===== src/rtl/mdu_issue_ctrl_if.sv =====
// mdu_issue_ctrl_if
//  Groups the decode/execute/MDU signals seen by the MDU issue controller.
//  master : pipeline side, drives instruction info and the MDU Busy flag
//  slave  : the issue controller, returns stall/flush controls and debug status
//  Signals:
//   IntExcReq  interrupt/exception request (MDU freezes while high)
//   D_Valid    D stage holds a real instruction
//   D_MDUOp    MDU opcode of the D instruction (5 bits)
//   E_Valid    E stage holds a real instruction
//   E_MDUOp    MDU opcode presented to the MDU this cycle (5 bits)
//   Busy       MDU busy flag
//   StallF     hold PC
//   StallD     hold F/D register
//   FlushE     insert bubble into D/E register
//   ProtErr    sticky Busy/shadow disagreement flag
//   StallCnt   saturating count of StallD cycles (32 bits)
interface mdu_issue_ctrl_if;
   logic        IntExcReq;
   logic        D_Valid;
   logic [4:0]  D_MDUOp;
   logic        E_Valid;
   logic [4:0]  E_MDUOp;
   logic        Busy;
   logic        StallF;
   logic        StallD;
   logic        FlushE;
   logic        ProtErr;
   logic [31:0] StallCnt;

   modport master (
      output IntExcReq, D_Valid, D_MDUOp, E_Valid, E_MDUOp, Busy,
      input  StallF, StallD, FlushE, ProtErr, StallCnt
   );

   modport slave (
      input  IntExcReq, D_Valid, D_MDUOp, E_Valid, E_MDUOp, Busy,
      output StallF, StallD, FlushE, ProtErr, StallCnt
   );
endinterface


===== src/rtl/mdu_issue_ctrl.sv =====
// mdu_issue_ctrl
//  Decode-stage issue/stall controller sitting directly upstream of the MDU.
//  Holds MDU-class instructions in D while the MDU is busy or while a
//  multi-cycle op is entering it from E, tracks the expected busy window with
//  a shadow countdown, flags disagreement with the MDU Busy output, and counts
//  stall cycles.
//  Ports:
//   clk    clock, all state updates on posedge
//   reset  synchronous, active-high
//   bus    mdu_issue_ctrl_if.slave (see interface header for signal list)
//  Opcode encoding (mirrors settings.v): None=0, Mult=1, Multu=2, Div=3,
//  Divu=4, Mfhi=5, Mflo=6, Mthi=7, Mtlo=8, Msub=9; anything else is non-MDU.
module mdu_issue_ctrl #(
   parameter int MUL_TIME = 5,
   parameter int DIV_TIME = 10,
   parameter int CNT_W    = 4
) (
   input logic             clk,
   input logic             reset,
   mdu_issue_ctrl_if.slave bus
);

   localparam logic [4:0] MDU_MULT  = 5'd1;
   localparam logic [4:0] MDU_MULTU = 5'd2;
   localparam logic [4:0] MDU_DIV   = 5'd3;
   localparam logic [4:0] MDU_DIVU  = 5'd4;
   localparam logic [4:0] MDU_MFHI  = 5'd5;
   localparam logic [4:0] MDU_MFLO  = 5'd6;
   localparam logic [4:0] MDU_MTHI  = 5'd7;
   localparam logic [4:0] MDU_MTLO  = 5'd8;
   localparam logic [4:0] MDU_MSUB  = 5'd9;

   typedef enum logic [1:0] {
      IDLE = 2'd0,
      RUN  = 2'd1,
      ERR  = 2'd2
   } state_t;

   state_t             state;
   state_t             stateNext;
   logic [CNT_W-1:0]   shadow;
   logic               shadowNz;
   logic               afterReset;
   logic               dIsMd;
   logic               eMul;
   logic               eDiv;
   logic               eStart;
   logic               stall;
   logic               mismatch;
   logic [31:0]        stallCnt;

   // Instruction classification and the issue condition. An op only really
   // enters the MDU when it is not frozen by an interrupt and the previous
   // multi-cycle op has drained.
   always_comb begin
      dIsMd = bus.D_Valid &&
              (bus.D_MDUOp inside {MDU_MULT, MDU_MULTU, MDU_MSUB, MDU_DIV, MDU_DIVU,
                                   MDU_MFHI, MDU_MFLO, MDU_MTHI, MDU_MTLO});
      eMul     = bus.E_Valid && (bus.E_MDUOp inside {MDU_MULT, MDU_MULTU, MDU_MSUB});
      eDiv     = bus.E_Valid && (bus.E_MDUOp inside {MDU_DIV, MDU_DIVU});
      shadowNz = (shadow != '0);
      eStart   = (eMul || eDiv) && !bus.IntExcReq && !shadowNz;
      stall    = dIsMd && (bus.Busy || eStart || shadowNz);
      mismatch = !afterReset && (bus.Busy != shadowNz);
   end

   // Stall controls are purely combinational so the hold takes effect in the
   // same cycle the hazard appears.
   assign bus.StallD   = stall;
   assign bus.StallF   = stall;
   assign bus.FlushE   = stall;
   assign bus.ProtErr  = (state == ERR);
   assign bus.StallCnt = stallCnt;

   // Shadow countdown: freezes with the MDU during an interrupt request,
   // otherwise drains to zero and only reloads once it has drained.
   always_ff @(posedge clk) begin
      if (reset) begin
         shadow <= '0;
      end else if (bus.IntExcReq) begin
         shadow <= shadow;
      end else if (shadowNz) begin
         shadow <= shadow - 1'b1;
      end else if (eStart) begin
         shadow <= eMul ? CNT_W'(MUL_TIME) : CNT_W'(DIV_TIME);
      end
   end

   // The MDU comes out of reset in the same cycle as this block, so the first
   // cycle after reset is excluded from the Busy comparison.
   always_ff @(posedge clk) begin
      if (reset) begin
         afterReset <= 1'b1;
      end else begin
         afterReset <= 1'b0;
      end
   end

   // Debug state register.
   always_ff @(posedge clk) begin
      if (reset) begin
         state <= IDLE;
      end else begin
         state <= stateNext;
      end
   end

   // Debug FSM next state: ERR is sticky and takes priority over everything
   // else, while stall logic keeps working independently.
   always_comb begin
      stateNext = state;
      case (state)
         IDLE: if (eStart) stateNext = RUN;
         RUN:  if (!bus.IntExcReq && (shadow == CNT_W'(1))) stateNext = IDLE;
         ERR:  stateNext = ERR;
         default: stateNext = IDLE;
      endcase
      if (mismatch) begin
         stateNext = ERR;
      end
   end

   // Saturating stall-cycle counter for performance debug.
   always_ff @(posedge clk) begin
      if (reset) begin
         stallCnt <= '0;
      end else if (stall && (stallCnt != 32'hFFFF_FFFF)) begin
         stallCnt <= stallCnt + 32'd1;
      end
   end

endmodule

===== src/flat_wrapper.sv =====
// flat-port wrapper written by rule: the top's interface ports become plain ports
module mdu_issue_ctrl_flat 
#(
   parameter int MUL_TIME = 5,
   parameter int DIV_TIME = 10,
   parameter int CNT_W    = 4
)
  (clk, reset, bus_IntExcReq, bus_D_Valid, bus_D_MDUOp, bus_E_Valid, bus_E_MDUOp, bus_Busy, bus_StallF, bus_StallD, bus_FlushE, bus_ProtErr, bus_StallCnt);
  mdu_issue_ctrl_if bus_i ();
  input logic clk;
  input logic reset;
  input wire logic [$bits(bus_i.IntExcReq)-1:0] bus_IntExcReq;
  input wire logic [$bits(bus_i.D_Valid)-1:0] bus_D_Valid;
  input wire logic [$bits(bus_i.D_MDUOp)-1:0] bus_D_MDUOp;
  input wire logic [$bits(bus_i.E_Valid)-1:0] bus_E_Valid;
  input wire logic [$bits(bus_i.E_MDUOp)-1:0] bus_E_MDUOp;
  input wire logic [$bits(bus_i.Busy)-1:0] bus_Busy;
  output wire logic [$bits(bus_i.StallF)-1:0] bus_StallF;
  output wire logic [$bits(bus_i.StallD)-1:0] bus_StallD;
  output wire logic [$bits(bus_i.FlushE)-1:0] bus_FlushE;
  output wire logic [$bits(bus_i.ProtErr)-1:0] bus_ProtErr;
  output wire logic [$bits(bus_i.StallCnt)-1:0] bus_StallCnt;
  assign bus_i.IntExcReq = bus_IntExcReq;
  assign bus_i.D_Valid = bus_D_Valid;
  assign bus_i.D_MDUOp = bus_D_MDUOp;
  assign bus_i.E_Valid = bus_E_Valid;
  assign bus_i.E_MDUOp = bus_E_MDUOp;
  assign bus_i.Busy = bus_Busy;
  assign bus_StallF = bus_i.StallF;
  assign bus_StallD = bus_i.StallD;
  assign bus_FlushE = bus_i.FlushE;
  assign bus_ProtErr = bus_i.ProtErr;
  assign bus_StallCnt = bus_i.StallCnt;
  mdu_issue_ctrl #(.MUL_TIME(MUL_TIME), .DIV_TIME(DIV_TIME), .CNT_W(CNT_W)) u_core (.clk(clk), .reset(reset), .bus(bus_i));
endmodule

===== config.mk =====
export PLATFORM = sky130hd
export DESIGN_NAME = mdu_issue_ctrl_flat
export DESIGN_NICKNAME = d
export VERILOG_FILES = /design/src/rtl/mdu_issue_ctrl_if.sv /design/src/rtl/mdu_issue_ctrl.sv /design/src/flat_wrapper.sv
export SDC_FILE = /design/constraint.sdc
export NUM_CORES = 1
export LEC_CHECK = 0
export ABC_AREA = 1
export ABC_CLOCK_PERIOD_IN_PS = 3750
export CORE_ASPECT_RATIO = 0.6
export CORE_MARGIN = 10
export CORE_UTILIZATION = 44
export CTS_CLUSTER_SIZE = 20
export DETAILED_ROUTE_END_ITERATION = 12
export GPL_TIMING_DRIVEN = 0
export PLACE_DENSITY_LB_ADDON = 0.15
export SYNTH_ARGS = -nofsm -noshare
export SYNTH_HDL_FRONTEND = slang
export SYNTH_SLANG_ARGS = --single-unit

===== constraint.sdc =====
create_clock -name clk -period 3.75 [get_ports clk]
set_input_delay 0.75 -clock clk [delete_from_list [all_inputs] [get_ports clk]]
set_output_delay 0.75 -clock clk [all_outputs]
set_load 0.1 [all_outputs]

After elaboration in Yosys (flattened, before gate mapping)
Cells that the tools add are included.

storage, ports and cells
  register bits after elaboration = 39
  bits of input ports = 16
  output and inout bits = 36

operators by class
  add/sub/neg operators = 2
  eq/ne operators = 23
  multiplexer cells = 8
  bitwise operators = 1
  reductions and logical operators = 25

operator list
  operator               number
  $add 32x1->32 const B  1
  $ne 32x32->1 const B   1
  $eq 5x3->1 const B     5
  $eq 5x2->1 const B     4
  $eq 5x4->1 const B     3
  $mux 4                 3
  $eq 5x1->1 const B     2
  $logic_and 1x1->1      9
  $reduce_bool 9->1      1
  $mux 2                 3
  $ne 3x1->1 const B     2
  $pmux 2 s3             1
  $reduce_and 2->1       3
  $eq 4x1->1 const B     1
  $ne 2x1->1 const B     2
  $reduce_bool 2->1      2
  $reduce_bool 4->1      1
  $sub 4x1->4 const B    1
  $logic_not 1->1        3
  $logic_or 1x1->1       3
  $reduce_bool 3->1      1
  $eq 2x1->1 const B     1
  $eq 2x2->1 const B     1
  $logic_not 2->1        1
  other kinds (4)        4

Longest topological paths before layout
  depth after elaboration = 10
  depth in mapped cells = 11
  gate-level depth less buffers = 11

Worst setup path before layout
No wires, ideal clock.

  path kind = input port to output port
  start point = input bus_D_MDUOp[1]
  end point = output bus_StallD
  arrival time = 2.812 ns
  required time = 3.000 ns
  setup slack = 0.188 ns
  stages = 6
  path buffers = 2
  path through = o21ai_0 nand3b_1 nor2_1 clkbuf_1 and2_1 buf_4

on the way
  longest elaborated chain between the ends = 4

RTL lines
  element                             RTL line              RTL
  start: declaration                  flat_wrapper.sv:14    input wire logic [$bits(bus_i.D_MDUOp)-1:0] bus_D_MDUOp;
  $eq 5x1->1 (tied with other cells)  mdu_issue_ctrl.sv:57  (bus.D_MDUOp inside {MDU_MULT, MDU_MULTU, MDU_MSUB, MDU_DIV, MDU_DIVU,
  $reduce_bool 9->1 (*)               mdu_issue_ctrl.sv:57
  $logic_and 1x1->1 (*)               mdu_issue_ctrl.sv:56  dIsMd = bus.D_Valid &&
  $logic_and 1x1->1 (*)               mdu_issue_ctrl.sv:63  stall = dIsMd && (bus.Busy || eStart || shadowNz);
  end: declaration                    flat_wrapper.sv:19    output wire logic [$bits(bus_i.StallD)-1:0] bus_StallD;

Mark *: on every way between the ends. The rest lies on a longest branch, timed or not.

Worst setup path in the final report
  start point = input bus_E_MDUOp[0]
  end point = output bus_StallF

on the way
  longest elaborated chain between the ends = 9

RTL lines
  element                                                 RTL line                                    RTL
  start: declaration                                      flat_wrapper.sv:16                          input wire logic [$bits(bus_i.E_MDUOp)-1:0] bus_E_MDUOp;
  $eq 5x1->1 (tied with other cells)                      mdu_issue_ctrl.sv:59                        eMul = bus.E_Valid && (bus.E_MDUOp inside {MDU_MULT, MDU_MULTU, MDU_MSUB});
  $reduce_bool 3->1 or $reduce_bool 2->1 (tied branches)  mdu_issue_ctrl.sv:59, mdu_issue_ctrl.sv:60
  $logic_and 1x1->1 (on tied branches)                    mdu_issue_ctrl.sv:59, mdu_issue_ctrl.sv:60
  $logic_or 1x1->1 (*)                                    mdu_issue_ctrl.sv:62                        eStart = (eMul || eDiv) && !bus.IntExcReq && !shadowNz;
  $logic_and 1x1->1 (*) (2 in series)                     mdu_issue_ctrl.sv:62
  $logic_or 1x1->1 (*) (2 in series)                      mdu_issue_ctrl.sv:63
  $logic_and 1x1->1 (*)                                   mdu_issue_ctrl.sv:63
  end: declaration                                        flat_wrapper.sv:18                          output wire logic [$bits(bus_i.StallF)-1:0] bus_StallF;

Marks and branches as above.

==> out/metrics.cfg <==
[cells_and_area]
final_common_cell=nand2_1
multi_input_area_um2=1780
seq_area_um2=781
drive_gt1_frac=0.102
final_cell_mix=nand2_1 (161), nor2_1 (63), clkdlybuf4s50_1 (48)
final_area_um2=3490
syn_to_final_growth_pct=25.3
postLayoutCoreUtil=0.569
antenna_cells=0
final_net_count=530
fillers=627
stdcell_count=596

[grt]
grt_usage=0.189
grt_use_met1=0.274
overflow=0
grt_first_pass_wirelength_mm=14.8
grt.busiest_layer=met1
grt_pass1_vias=2826
grt_max_degree=13
met2_usage=0.260
met3_usage=0.0651
antenna_found_initial=0

[cts]
root_buffer=clkbuf_8
clkTransAtPathRegs_ns=0.08
cts_setup_buffers=0
clock_latency_ns=0.30
htree_levels=2
clockBufferDepth=2
numCtsBuffers=5
clock-sinks=39
cts_tree=built
ctsHoldBuffers=0

[floorplan]
io_pins=52
core_um2=6140
dieArea_um2=10000
die_y_um=81.7
fp-row-count=22
initial_utilization=0.454
die_w_um=123

[detailed_routing]
postRouteAntennaNets=0
drt_iter0_drc=286
wl_per_cell_um=15.9
vias_per_cell=5.26
first_pass_iters=5
routed_wl_mm=9.47
remaining_drc_errors=0
routed-via-count=3137

[power]
power_density_nw_per_um2=321
internal_power_mw=0.671
power_leakage_nw=1.21
switching_share=0.402
combPwrFrac=0.346
power.share.clock=0.257
switchingPower_mw=0.450
seqPwrFrac=0.398
irDropWorstVdd_v=0.000208

[synth]
synth_edf_count=0
ys_async_sr_fraction=0
synthesis.area_um2=2790
ys_seq_area_frac=0.280
synth_fp_nets=472
ys.flop_type=dfxtp_1
ys_ff_latch=39
avgSynthCellArea_um2=6.15
yosys_warnings=0
yosysUniqueCellTypes=30
synthCells=453

[sta]
setup_viol=0
worstMarginPinSlew_ns=0.983
grt_setup_unrepaired=false
finClkSkew_ns=0.00565
setup_tns_ns=0
clock.fmax_mhz=284
max_slew_margin=0.343
hold_viol=0
period_share=0.940
fin_crit_ns=3.53
fin_ws_ns=0.223
finalMaxSlewViolations=0

[worst_setup_path]
crit_family=buffers and inverters
crit_path_max_incr_delay_ns=0.45
path_class=in2out
worstPathMaxFanout=10
path_common_cell=nand2_1
cp_slowest_cell=clkdlybuf4s50_1
arrival_ns=2.78
required_ns=3.00
critPathBufInv=5
crit_path_end_kind=primary output
worstPathCellList=clkdlybuf4s50_1 -> nand2_1 -> inv_1 -> nor2_1 -> nand3_1 -> nand2_1 -> nand2_1 -> nand2_2 -> clkbuf_4 -> and2_1 -> buf_4 -> buf_6
critPathLaunchType=primary input

[placed_design]
dp_cells=588
postPlaceCellArea_um2=3400
place.gp.congestion=0.956
place_ws_ns=-0.826
io_buffers=51
post-dp-hpwl_mm=7.40

[run]
cap_violations=0

[hold_path]
hold_path.class=reg2reg

[run_status]
outcome=finished clean

-- path summary, 6_finish.rpt --
| kind | slack [ns] | depth (start not counted) | start | endpoint |
|---|---|---|---|---|
| worst max-delay path | 0.22 | 12 | bus_E_MDUOp[0] | bus_StallF |
| worst min-delay path | 0.49 | 2 | u_core.shadow[2] | u_core.shadow[2] |
| worst max register to register | 1.49 | 9 | u_core.bus.StallCnt[0] | u_core.bus.StallCnt[29] |
| worst min register to register | 0.49 | 2 | u_core.shadow[2] | u_core.shadow[2] |
-- synthesized netlist by cell type (2+ instances only) --
| cell | n | share of area |
|---|---|---|
| xnor2_1 | 3 | 0.0094 |
| o21ai_0 | 11 | 0.020 |
| a21oi_2 | 10 | 0.031 |
| nand3_1 | 7 | 0.013 |
| ha_1 | 3 | 0.013 |
| xor2_1 | 5 | 0.016 |
| nand4_1 | 34 | 0.076 |
| nor2_4 | 3 | 0.012 |
| nor2_1 | 63 | 0.085 |
| buf_4 | 2 | 0.0054 |
| buf_6 | 2 | 0.0081 |
| clkbuf_1 | 8 | 0.011 |
| inv_1 | 32 | 0.043 |
| buf_2 | 4 | 0.0072 |
| nand3b_1 | 16 | 0.043 |
| a21oi_1 | 26 | 0.047 |
| dfxtp_1 | 39 | 0.28 |
| nand2_2 | 12 | 0.027 |
| nand2_1 | 162 | 0.22 |
-- flip-flops by register name, indices dropped and copies added (netlist names) --
register             cells
u_core.afterReset        1
u_core.bus.StallCnt     32
u_core.shadow            4
u_core.state             2
-- per-layer routing --
metal  share of wire  vias up
met4          0.0070        0
met1            0.49     1402
met5               0        -
met2            0.38      140
li1                -     1586
met3            0.12        9
-- what timing repair did --
item                       CTS  global route
setup endpoints to repair    3             3
gates cloned                 0             0
hold endpoints to repair     0             0
gates resized for setup     19             4
-- worst reg2reg max path: stages (launching register included) --
cell and delay (ns):
dfxtp_1 0.46, ha_1 0.38, nand2_2 0.13, nor2_4 0.22, nand2_4 0.11, nor2_4 0.13, nand2_2 0.10, clkbuf_1 0.32
nand4_1 0.23, a21oi_2 0.06
-- layout make-up --
class / count / share of cell area
repair buffers: 51 / 0.146
well taps: 84 / 0.0301
multi-input cells: 364 / 0.510
clock buffers: 5 / 0.0197
clock inverters: 3 / 0.00430
inverters: 32 / 0.0344
plain buffers: 18 / 0.0315
flip-flops and latches: 39 / 0.223
-- stage by stage --
| step | hold WS (ns) | total power, mW |
|---|---|---|
| 6_report | 0.493 | 1.12 |
| 5_1_grt | 0.520 | 1.18 |
| 4_1_cts | 0.492 | 1.11 |
| 3_5_place_dp | 0.479 | 0.831 |
| 3_3_place_gp | 0.473 | 0.828 |
| 2_1_floorplan | 0.458 | 0.722 |
-- cells by family after synthesis --
logic type | count (synthesis) | share of synthesized area
compound gates | 48 | 0.101
xor+xnor | 8 | 0.0251
fa+ha+maj | 3 | 0.0135
buf+inv | 50 | 0.0812
flops | 39 | 0.280
simple gates | 305 | 0.500
-- power groups by stage --
stage / clock network (mW) / registers, mW / logic, mW
finish: 0.288 / 0.446 / 0.388
global route: 0.309 / 0.448 / 0.418
CTS: 0.291 / 0.446 / 0.376
detailed placement: 0 / 0.456 / 0.376
global placement: 0 / 0.455 / 0.374
floorplan: 0 / 0.467 / 0.255
Note: power is estimated with default switching activity, not from simulation.
